--- config.mk ---
export PLATFORM = sky130hd
export DESIGN_NAME = dma_read_ctrl
export DESIGN_NICKNAME = d
export VERILOG_FILES = /design/src/rtl/dma_read_ctrl.sv
export SDC_FILE = /design/constraint.sdc
export NUM_CORES = 1
export LEC_CHECK = 0
export BUFFER_PORTS_ARGS = -buffer_cell sky130_fd_sc_hd__buf_2
export CAP_MARGIN = 20
export CORE_MARGIN = 1.5
export CORE_UTILIZATION = 60
export DETAILED_ROUTE_END_ITERATION = 16
export PLACE_DENSITY = 0.86
export SYNTH_ARGS = -nofsm -noshare
export SYNTH_HDL_FRONTEND = slang
export SYNTH_SLANG_ARGS = --single-unit
export TNS_END_PERCENT = 50
--- constraint.sdc ---
create_clock -name CLK -period 6.4 [get_ports CLK]
set_input_delay 0.32 -clock CLK [delete_from_list [all_inputs] [get_ports CLK]]
set_output_delay 0.32 -clock CLK [all_outputs]
set_load 0.03 [all_outputs]
--- src/rtl/dma_read_ctrl.sv ---
// Single-channel DMA read sequencer: accepts a start-address/length command,
// runs a fixed setup phase, then strobes one read beat per cycle and pulses IRQ.
module dma_read_ctrl #(
    parameter int DATA_BYTES   = 4,
    parameter int SETUP_CYCLES = 3
) (
    input  logic        CLK,
    input  logic        RST,
    input  logic        dma_read_valid,
    input  logic [25:0] dma_length_config,
    input  logic [31:0] dma_sa_config,
    output logic        DMA_IRQ,
    output logic        dma_idle,
    output logic [31:0] dma_rd_addr,
    output logic        dma_rd_beat,
    output logic        dma_rd_last
);
    localparam int SHIFT = $clog2(DATA_BYTES);
    localparam int CW    = $clog2(SETUP_CYCLES + 1);
    localparam logic [CW-1:0] SETUP_LAST = CW'(SETUP_CYCLES - 1);
    localparam logic [31:0]   STRIDE     = 32'(DATA_BYTES);

    typedef enum logic [1:0] {
        IDLE,
        SETUP,
        XFER,
        DONE
    } state_t;

    state_t        state;
    state_t        state_n;
    logic [31:0]   sa_q;
    logic [31:0]   sa_n;
    logic [25:0]   rem_q;
    logic [25:0]   rem_n;
    logic [CW-1:0] cnt_q;
    logic [CW-1:0] cnt_n;
    logic [31:0]   addr_n;
    logic          beat_n;
    logic          last_n;
    logic          irq_n;
    logic          idle_n;
    logic [26:0]   len_round;
    logic [25:0]   cmd_beats;

    // ceil(length / DATA_BYTES); the extra bit absorbs the rounding carry
    assign len_round = {1'b0, dma_length_config} + 27'(DATA_BYTES - 1);
    assign cmd_beats = 26'(len_round >> SHIFT);

    always_ff @(posedge CLK or negedge RST) begin
        if (!RST) begin
            state       <= IDLE;
            sa_q        <= '0;
            rem_q       <= '0;
            cnt_q       <= '0;
            dma_rd_addr <= '0;
            dma_rd_beat <= 1'b0;
            dma_rd_last <= 1'b0;
            DMA_IRQ     <= 1'b0;
            dma_idle    <= 1'b1;
        end else begin
            state       <= state_n;
            sa_q        <= sa_n;
            rem_q       <= rem_n;
            cnt_q       <= cnt_n;
            dma_rd_addr <= addr_n;
            dma_rd_beat <= beat_n;
            dma_rd_last <= last_n;
            DMA_IRQ     <= irq_n;
            dma_idle    <= idle_n;
        end
    end

    // rem_q holds the number of beats still to be issued after the current one
    always_comb begin
        state_n = state;
        sa_n    = sa_q;
        rem_n   = rem_q;
        cnt_n   = cnt_q;
        addr_n  = dma_rd_addr;
        beat_n  = 1'b0;
        last_n  = 1'b0;
        irq_n   = 1'b0;
        idle_n  = dma_idle;
        unique case (state)
            IDLE: begin
                if (dma_read_valid) begin
                    state_n = SETUP;
                    sa_n    = dma_sa_config;
                    rem_n   = cmd_beats;
                    cnt_n   = '0;
                    idle_n  = 1'b0;
                end
            end
            SETUP: begin
                if (cnt_q == SETUP_LAST) begin
                    cnt_n = '0;
                    if (rem_q == '0) begin
                        state_n = DONE;
                        irq_n   = 1'b1;
                    end else begin
                        state_n = XFER;
                        beat_n  = 1'b1;
                        addr_n  = sa_q;
                        last_n  = (rem_q == 26'd1);
                        rem_n   = rem_q - 26'd1;
                    end
                end else begin
                    cnt_n = cnt_q + CW'(1);
                end
            end
            XFER: begin
                if (rem_q == '0) begin
                    state_n = DONE;
                    irq_n   = 1'b1;
                end else begin
                    beat_n = 1'b1;
                    addr_n = dma_rd_addr + STRIDE;
                    last_n = (rem_q == 26'd1);
                    rem_n  = rem_q - 26'd1;
                end
            end
            DONE: begin
                state_n = IDLE;
                idle_n  = 1'b1;
            end
            default: state_n = IDLE;
        endcase
    end

endmodule

==> results of run 1 <==
area by class of cell:
type	instances	area share [%]
clock buffers	9	1.862
clock inverters	5	1.297
inverters	11	0.6205
multi-input cells	485	48.50
flip-flops and latches	98	36.87
well taps	129	2.426
repair buffers	106	8.424
cell usage after synthesis (4+ instances only):
cell type,count
a211oi_1,4
a21oi_1,33
a22o_1,4
a2bb2oi_1,4
a31o_2,6
a31oi_1,6
a32oi_1,4
and2_1,5
and3_1,15
and4_1,12
buf_2,5
clkbuf_1,27
dfrtp_1,97
ha_1,7
inv_1,11
mux2_2,34
mux2i_1,5
nand2_1,52
nand2b_1,9
nand3_1,26
nand4_1,19
nor2_1,29
nor2b_1,4
nor3_1,23
nor4_1,7
o2111ai_1,7
o211ai_1,15
o21ai_0,37
o22ai_1,27
o31ai_1,5
or2_2,4
or3_1,9
xnor2_1,9
xor2_1,10
sequential cells by signal, indices dropped and copies added, names as in the netlist:
name / count
dma_rd_addr: 32
sa_q: 32
rem_q: 26
cnt_q: 2
state: 2
DMA_IRQ: 1
dma_idle: 1
dma_rd_beat: 1
dma_rd_last: 1
final timing paths:
kind	endpoint	cells after the start
setup / recovery	dma_rd_addr[22]	8
hold / removal	sa_q[24]	2
setup reg to reg	dma_rd_addr[22]	8
hold reg to reg	dma_idle	2
max in group asynchronous	rem_q[10]	3
min in group asynchronous	rem_q[5]	2
power breakdown:
part	switching, mW	leakage (nW)	internal, mW
Combinational	0.0306	1.71	0.0211
Clock	0.225	0.107	0.220
Sequential	0.000251	1.29	0.619
routing by layer:
| layer | share of wire [%] | global-route usage [%] | up-vias |
|---|---|---|---|
| met4 | 1.5 | 10.12 | 0 |
| met2 | 47 | 47.23 | 304 |
| met5 | 0 | 0 | - |
| met3 | 8.4 | 5.677 | 31 |
| li1 | - | - | 2595 |
| met1 | 43 | 44.34 | 2775 |
cell families (layout without fill, tap and decap cells):
group,Yosys count,count (layout)
adders and majority gates,7,7
xor gates and xnor gates,19,19
DFF,98,98
muxes,39,39
buffers and inverters,46,131
AOI/OAI and AO/OA,190,190
and+or+nand+nor,230,230
critical path, delay by kind of cell, from the launching register on:
family                     cells  cell delay, ps
buffers and inverters          2             400
and+or+nand+nor                4            1220
adders and majority gates      1             230
DFF                            1             430
AOI/OAI and AO/OA              1             780
per-stage QoR:
stage	instances	worst slack (ps)	instance area (um2)	power [mW]	util, %
after floorplan	629	4114	5861	0.6433	-
after global placement	828	3501	6434	0.6811	68.65
after detailed placement	828	3320	6434	0.6831	68.65
after CTS	843	3328	6654	1.119	71.00
after global routing	843	3038	6654	1.152	71.00
final	843	3270	6654	1.117	71.00
timing repair:
item,in CTS,in global routing
endpoints found under the hold margin,16,0
buffers inserted,0,0
hold buffers,1,0
==> results.yml, run 1 <==
logic_synthesis:
  syn-num-nets: 697
  syn_avg_cell_area_um2: 9.317
  synthFlopType: "dfrtp_1"
  ys_seq_area_share_pct: 41.87
  ys_top_cells_by_area: "dfrtp_1 (41%), mux2_2 (6.5%), nand2_1 (3.3%)"
  synth_top_cell_by_area: "dfrtp_1"
  synth_edf_count: 0
  synth_xor_xnor_area_share_pct: 2.839
  synth-seq-cells: 98
  synth_top_family_by_area: "compound AO/OA/AOI/OAI gates"
  yosys.area.top_type_share_pct: 41.42
  synthCells: 629
  yosysWarnings: 0
  ys_types: 69
  synth_compound_area_share_pct: 21.90
  synth_fa_ha_area_share_pct: 1.494
  synth_mux_area_share_pct: 7.387
  netlist_area_mm2: 0.005861
  yosys.area_share.simple_pct: 21.37
  synth-async-reset-ratio_pct: 100.0
clock_network:
  h-tree-depth: 3
  cts_tree: "done"
  cts_resized: 0
  clock_latency_ps: 370
  cts.sinks: 98
  cts_root_buf: "clkbuf_8"
  numCtsBuffers: 9
  clk_pin_slew_ps: 100
  cts_buffer_depth: 2
critical_path:
  worst_setup_path_start_kind: "flip-flop"
  critical_path.max_fanout: 11
  critical_path_required_ps: 6690
  critical_path_class: "flip-flop to flip-flop"
  path_cells: "inv_1 -> ha_1 -> nor4b_2 -> nand4_1 -> o21ai_1 -> buf_4 -> nor4b_1 -> nor3_1"
  startpoint: "rem_q[0]"
  worstPathArrival_ps: 3420
  reg2reg_from: "rem_q[0]"
  cpMaxStageDelayCell: "o21ai_1"
  max_stage_delay_ps: 780
  crit_path_end_kind: "flip-flop"
  reg2reg_setup_slack_ps: 3270
min_path:
  hold_path_class: "input port to flip-flop"
  min_from: "dma_sa_config[24]"
global_routing:
  grt_pass1_wl_um: 25270
  grt_start_max_net_pins: 54
  grt_pass1_vias: 5224
  overflow: 0
  antenna_found_initial: 0
  grt_util_all_layers_pct: 30.72
run:
  max_cap_viol_count: 0
sta:
  timing.fmax_ghz: 0.3195
  finalHoldViolations: 0
  setup_viol: 0
  finalMaxSlewViolations: 0
  fin_crit_ps: 3130
  rsz0062_at_grt: "no"
  timing.hold.ws_ps: 174.5
  tightestPinTransition_ps: 1013
  clock_skew_ps: 9.570
  maxSlewHeadroom_pct: 31.86
  tns_ps: 0
  post-route-period-util_pct: 48.91
status:
  status: "finished, final reports clean"
detailed_routing:
  totalWireLength_um: 15560
  antenna_left: 0
  firstDrtPassIters: 6
  wl_per_cell_um: 18.46
  drt-vias-per-instance: 6.767
  first_iter_violations: 557
  drc_errors: 0
  vias: 5705
floorplan:
  num_rows: 35
  die_h_um: 101.8
  die-area_mm2: 0.01037
  num_io_pins: 97
  core_mm2: 0.009371
  start_util_pct: 62.54
  chipWidth_um: 101.8
finish:
  diodes: 0
  nFillCells: 753
  layout-drive-gt1-share_pct: 24.09
  seqCellArea_mm2: 0.002454
  multi_input_area_mm2: 0.003227
  nNetsFinal: 779
  layout_common_cells: "dfrtp_1 (97), buf_2 (95), nand2_1 (52)"
  final_common_cell: "dfrtp_1"
  area_growth_pct: 13.54
pwr:
  ir_worst_vdd_v: 0.0001388
  power_density_mw_per_mm2: 167.8
  p_leak_nw: 3.105
placed_design:
  io_buffer_count: 96
  dp_hpwl_um: 10700
  gp_congestion: 0.9039
No activity file was read; power rests on OpenSTA's default activity.
==> run 2, diff against run 1 <==
--- a/config.mk
+++ b/config.mk
@@ -8,9 +8,9 @@
 export BUFFER_PORTS_ARGS = -buffer_cell sky130_fd_sc_hd__buf_2
 export CAP_MARGIN = 20
 export CORE_MARGIN = 1.5
-export CORE_UTILIZATION = 60
+export CORE_UTILIZATION = 57
 export DETAILED_ROUTE_END_ITERATION = 16
-export PLACE_DENSITY = 0.86
+export PLACE_DENSITY = 0.83
 export SYNTH_ARGS = -nofsm -noshare
 export SYNTH_HDL_FRONTEND = slang
 export SYNTH_SLANG_ARGS = --single-unit
==> constraint.sdc (replaced) <==
create_clock -name CLK -period 3.2 [get_ports CLK]
set_input_delay 0.16 -clock CLK [delete_from_list [all_inputs] [get_ports CLK]]
set_output_delay 0.16 -clock CLK [all_outputs]
set_load 0.03 [all_outputs]
==> run 2 against run 1 <==
Sequential power grew 100%. Clock power increased by 110%. Clock skew rose by 0.82 ps. Via count is 0.25% lower. Sequential share of layout area decreased by 0.49 points. Largest power group unchanged.
==> results.yml, run 2 (synthesis results as in run 1) <==
floorplan:
  chipWidth_um: 104.4
  num_rows: 36
  die_h_um: 104.4
  num_io_pins: 97
  core_mm2: 0.009864
  start_util_pct: 59.41
  die-area_mm2: 0.01090
clock_network:
  clk_pin_slew_ps: 100
  h-tree-depth: 3
  cts_resized: 0
  numCtsBuffers: 9
  cts.sinks: 98
  cts_buffer_depth: 2
  cts_root_buf: "clkbuf_8"
  clock_latency_ps: 370
  cts_tree: "done"
sta:
  tightestPinTransition_ps: 957.4
  tns_ps: 0
  timing.fmax_ghz: 0.3546
  finalMaxSlewViolations: 0
  setup_ws_ps: 379.8
  maxSlewHeadroom_pct: 35.58
  clock_skew_ps: 10.39
  timing.hold.ws_ps: 18.30
  post-route-period-util_pct: 88.13
  setup_viol: 0
  rsz0062_at_grt: "no"
  finalHoldViolations: 0
  fin_crit_ps: 2820
global_routing:
  grt_pass1_vias: 5413
  grt_util_all_layers_pct: 29.54
  antenna_found_initial: 0
  grt_start_max_net_pins: 88
  grt_pass1_wl_um: 26320
  overflow: 0
detailed_routing:
  totalWireLength_um: 15980
  antenna_left: 0
  drc_errors: 0
  drt-vias-per-instance: 6.656
  first_iter_violations: 433
  firstDrtPassIters: 6
  wl_per_cell_um: 18.69
  vias: 5691
critical_path:
  rr_worst_depth: 7
  worstPathArrival_ps: 3080
  reg2reg_setup_slack_ps: 380
  worst_setup_path_start_kind: "flip-flop"
  critical_path.max_fanout: 16
  crit_path_end_kind: "flip-flop"
  critical_path_class: "flip-flop to flip-flop"
  reg2reg_from: "rem_q[0]"
  reg2reg_to: "rem_q[23]"
  critical_path_required_ps: 3460
min_path:
  hold_depth: 2
  holdPathEnd: "sa_q[30]"
  min_from: "dma_sa_config[30]"
  hold_path_class: "input port to flip-flop"
placed_design:
  io_buffer_count: 96
  dp.cells: 837
  placed_cell_area_mm2: 0.006476
  dp_hpwl_um: 11020
  dp_slack_ps: 471.2
  gp_congestion: 0.9089
finish:
  diodes: 0
  area_growth_pct: 15.05
  layout_common_cells: "dfrtp_1 (97), buf_2 (95), nand2_1 (52)"
  multi_input_area_mm2: 0.003227
  nFillCells: 760
  postLayoutCellArea_mm2: 0.006743
  final_common_cell: "dfrtp_1"
  layout-drive-gt1-share_pct: 24.93
  reg_top3: "dma_rd_addr: 32 flops, sa_q: 32 flops, rem_q: 26 flops"
  nNetsFinal: 785
  seqCellArea_mm2: 0.002454
  layout.cells.non_filler: 855
  final_util_pct: 68.35
pwr:
  p_switching_uw: 536.2
  p_leak_nw: 3.148
  power.share.switching_pct: 23.57
  power_frac_seq_pct: 54.5
  clock_power_share_pct: 40.8
  p_int_mw: 1.738
  power.total_mw: 2.275
  power_density_mw_per_mm2: 337.3
  ir_worst_vdd_v: 0.0002436
  combPwrFrac_pct: 4.8
status:
  status: "finished, final reports clean"
run:
  max_cap_viol_count: 0
## run 2: timing repair
action,in CTS,in global routing
setup buffers,0,0
hold endpoints to repair,0,25
hold buffers,0,1
## run 2: critical path, cell delays in order (launching register included)
cell and delay [ps]:
dfrtp_1 420, inv_1 120, ha_1 250, or4b_2 690, nor3_2 390, a31o_2 450
nor4b_1 120, a211o_1 280
## run 2: worst max-delay path by stage
stage             start         to  slack [ps]  cells past startpoint
2_1_floorplan  rem_q[0]  rem_q[23]         910                      7
3_3_place_gp   rem_q[0]  rem_q[23]         570                      7
3_5_place_dp   rem_q[0]  rem_q[23]         470                      7
4_1_cts        rem_q[0]  rem_q[23]         430                      7
5_1_grt        rem_q[0]  rem_q[23]         320                      7
6_report       rem_q[0]  rem_q[23]         380                      7
## run 2: power by group through the flow
stage	Combinational (mW)	Sequential, mW	Clock, mW
global route	0.122	1.24	0.968
floorplan	0.0234	1.26	0
global placement	0.0999	1.26	0
detailed placement	0.104	1.26	0
CTS	0.104	1.24	0.933
finish	0.108	1.24	0.927
## run 2: layout make-up
class	instances	share of cell area [%]
clock buffers	9	1.837
clock inverters	7	1.559
inverters	11	0.6124
multi-input cells	485	47.86
flip-flops and latches	98	36.39
well taps	133	2.468
repair buffers	112	9.278
## run 2: layer usage
layer  track usage, %  wire length, um  vias up
li1                 -                -     2598
met4            7.937              304        0
met2            48.64             7782      290
met5                0                0        -
met1            40.38             6637     2769
met3            4.950             1256       34
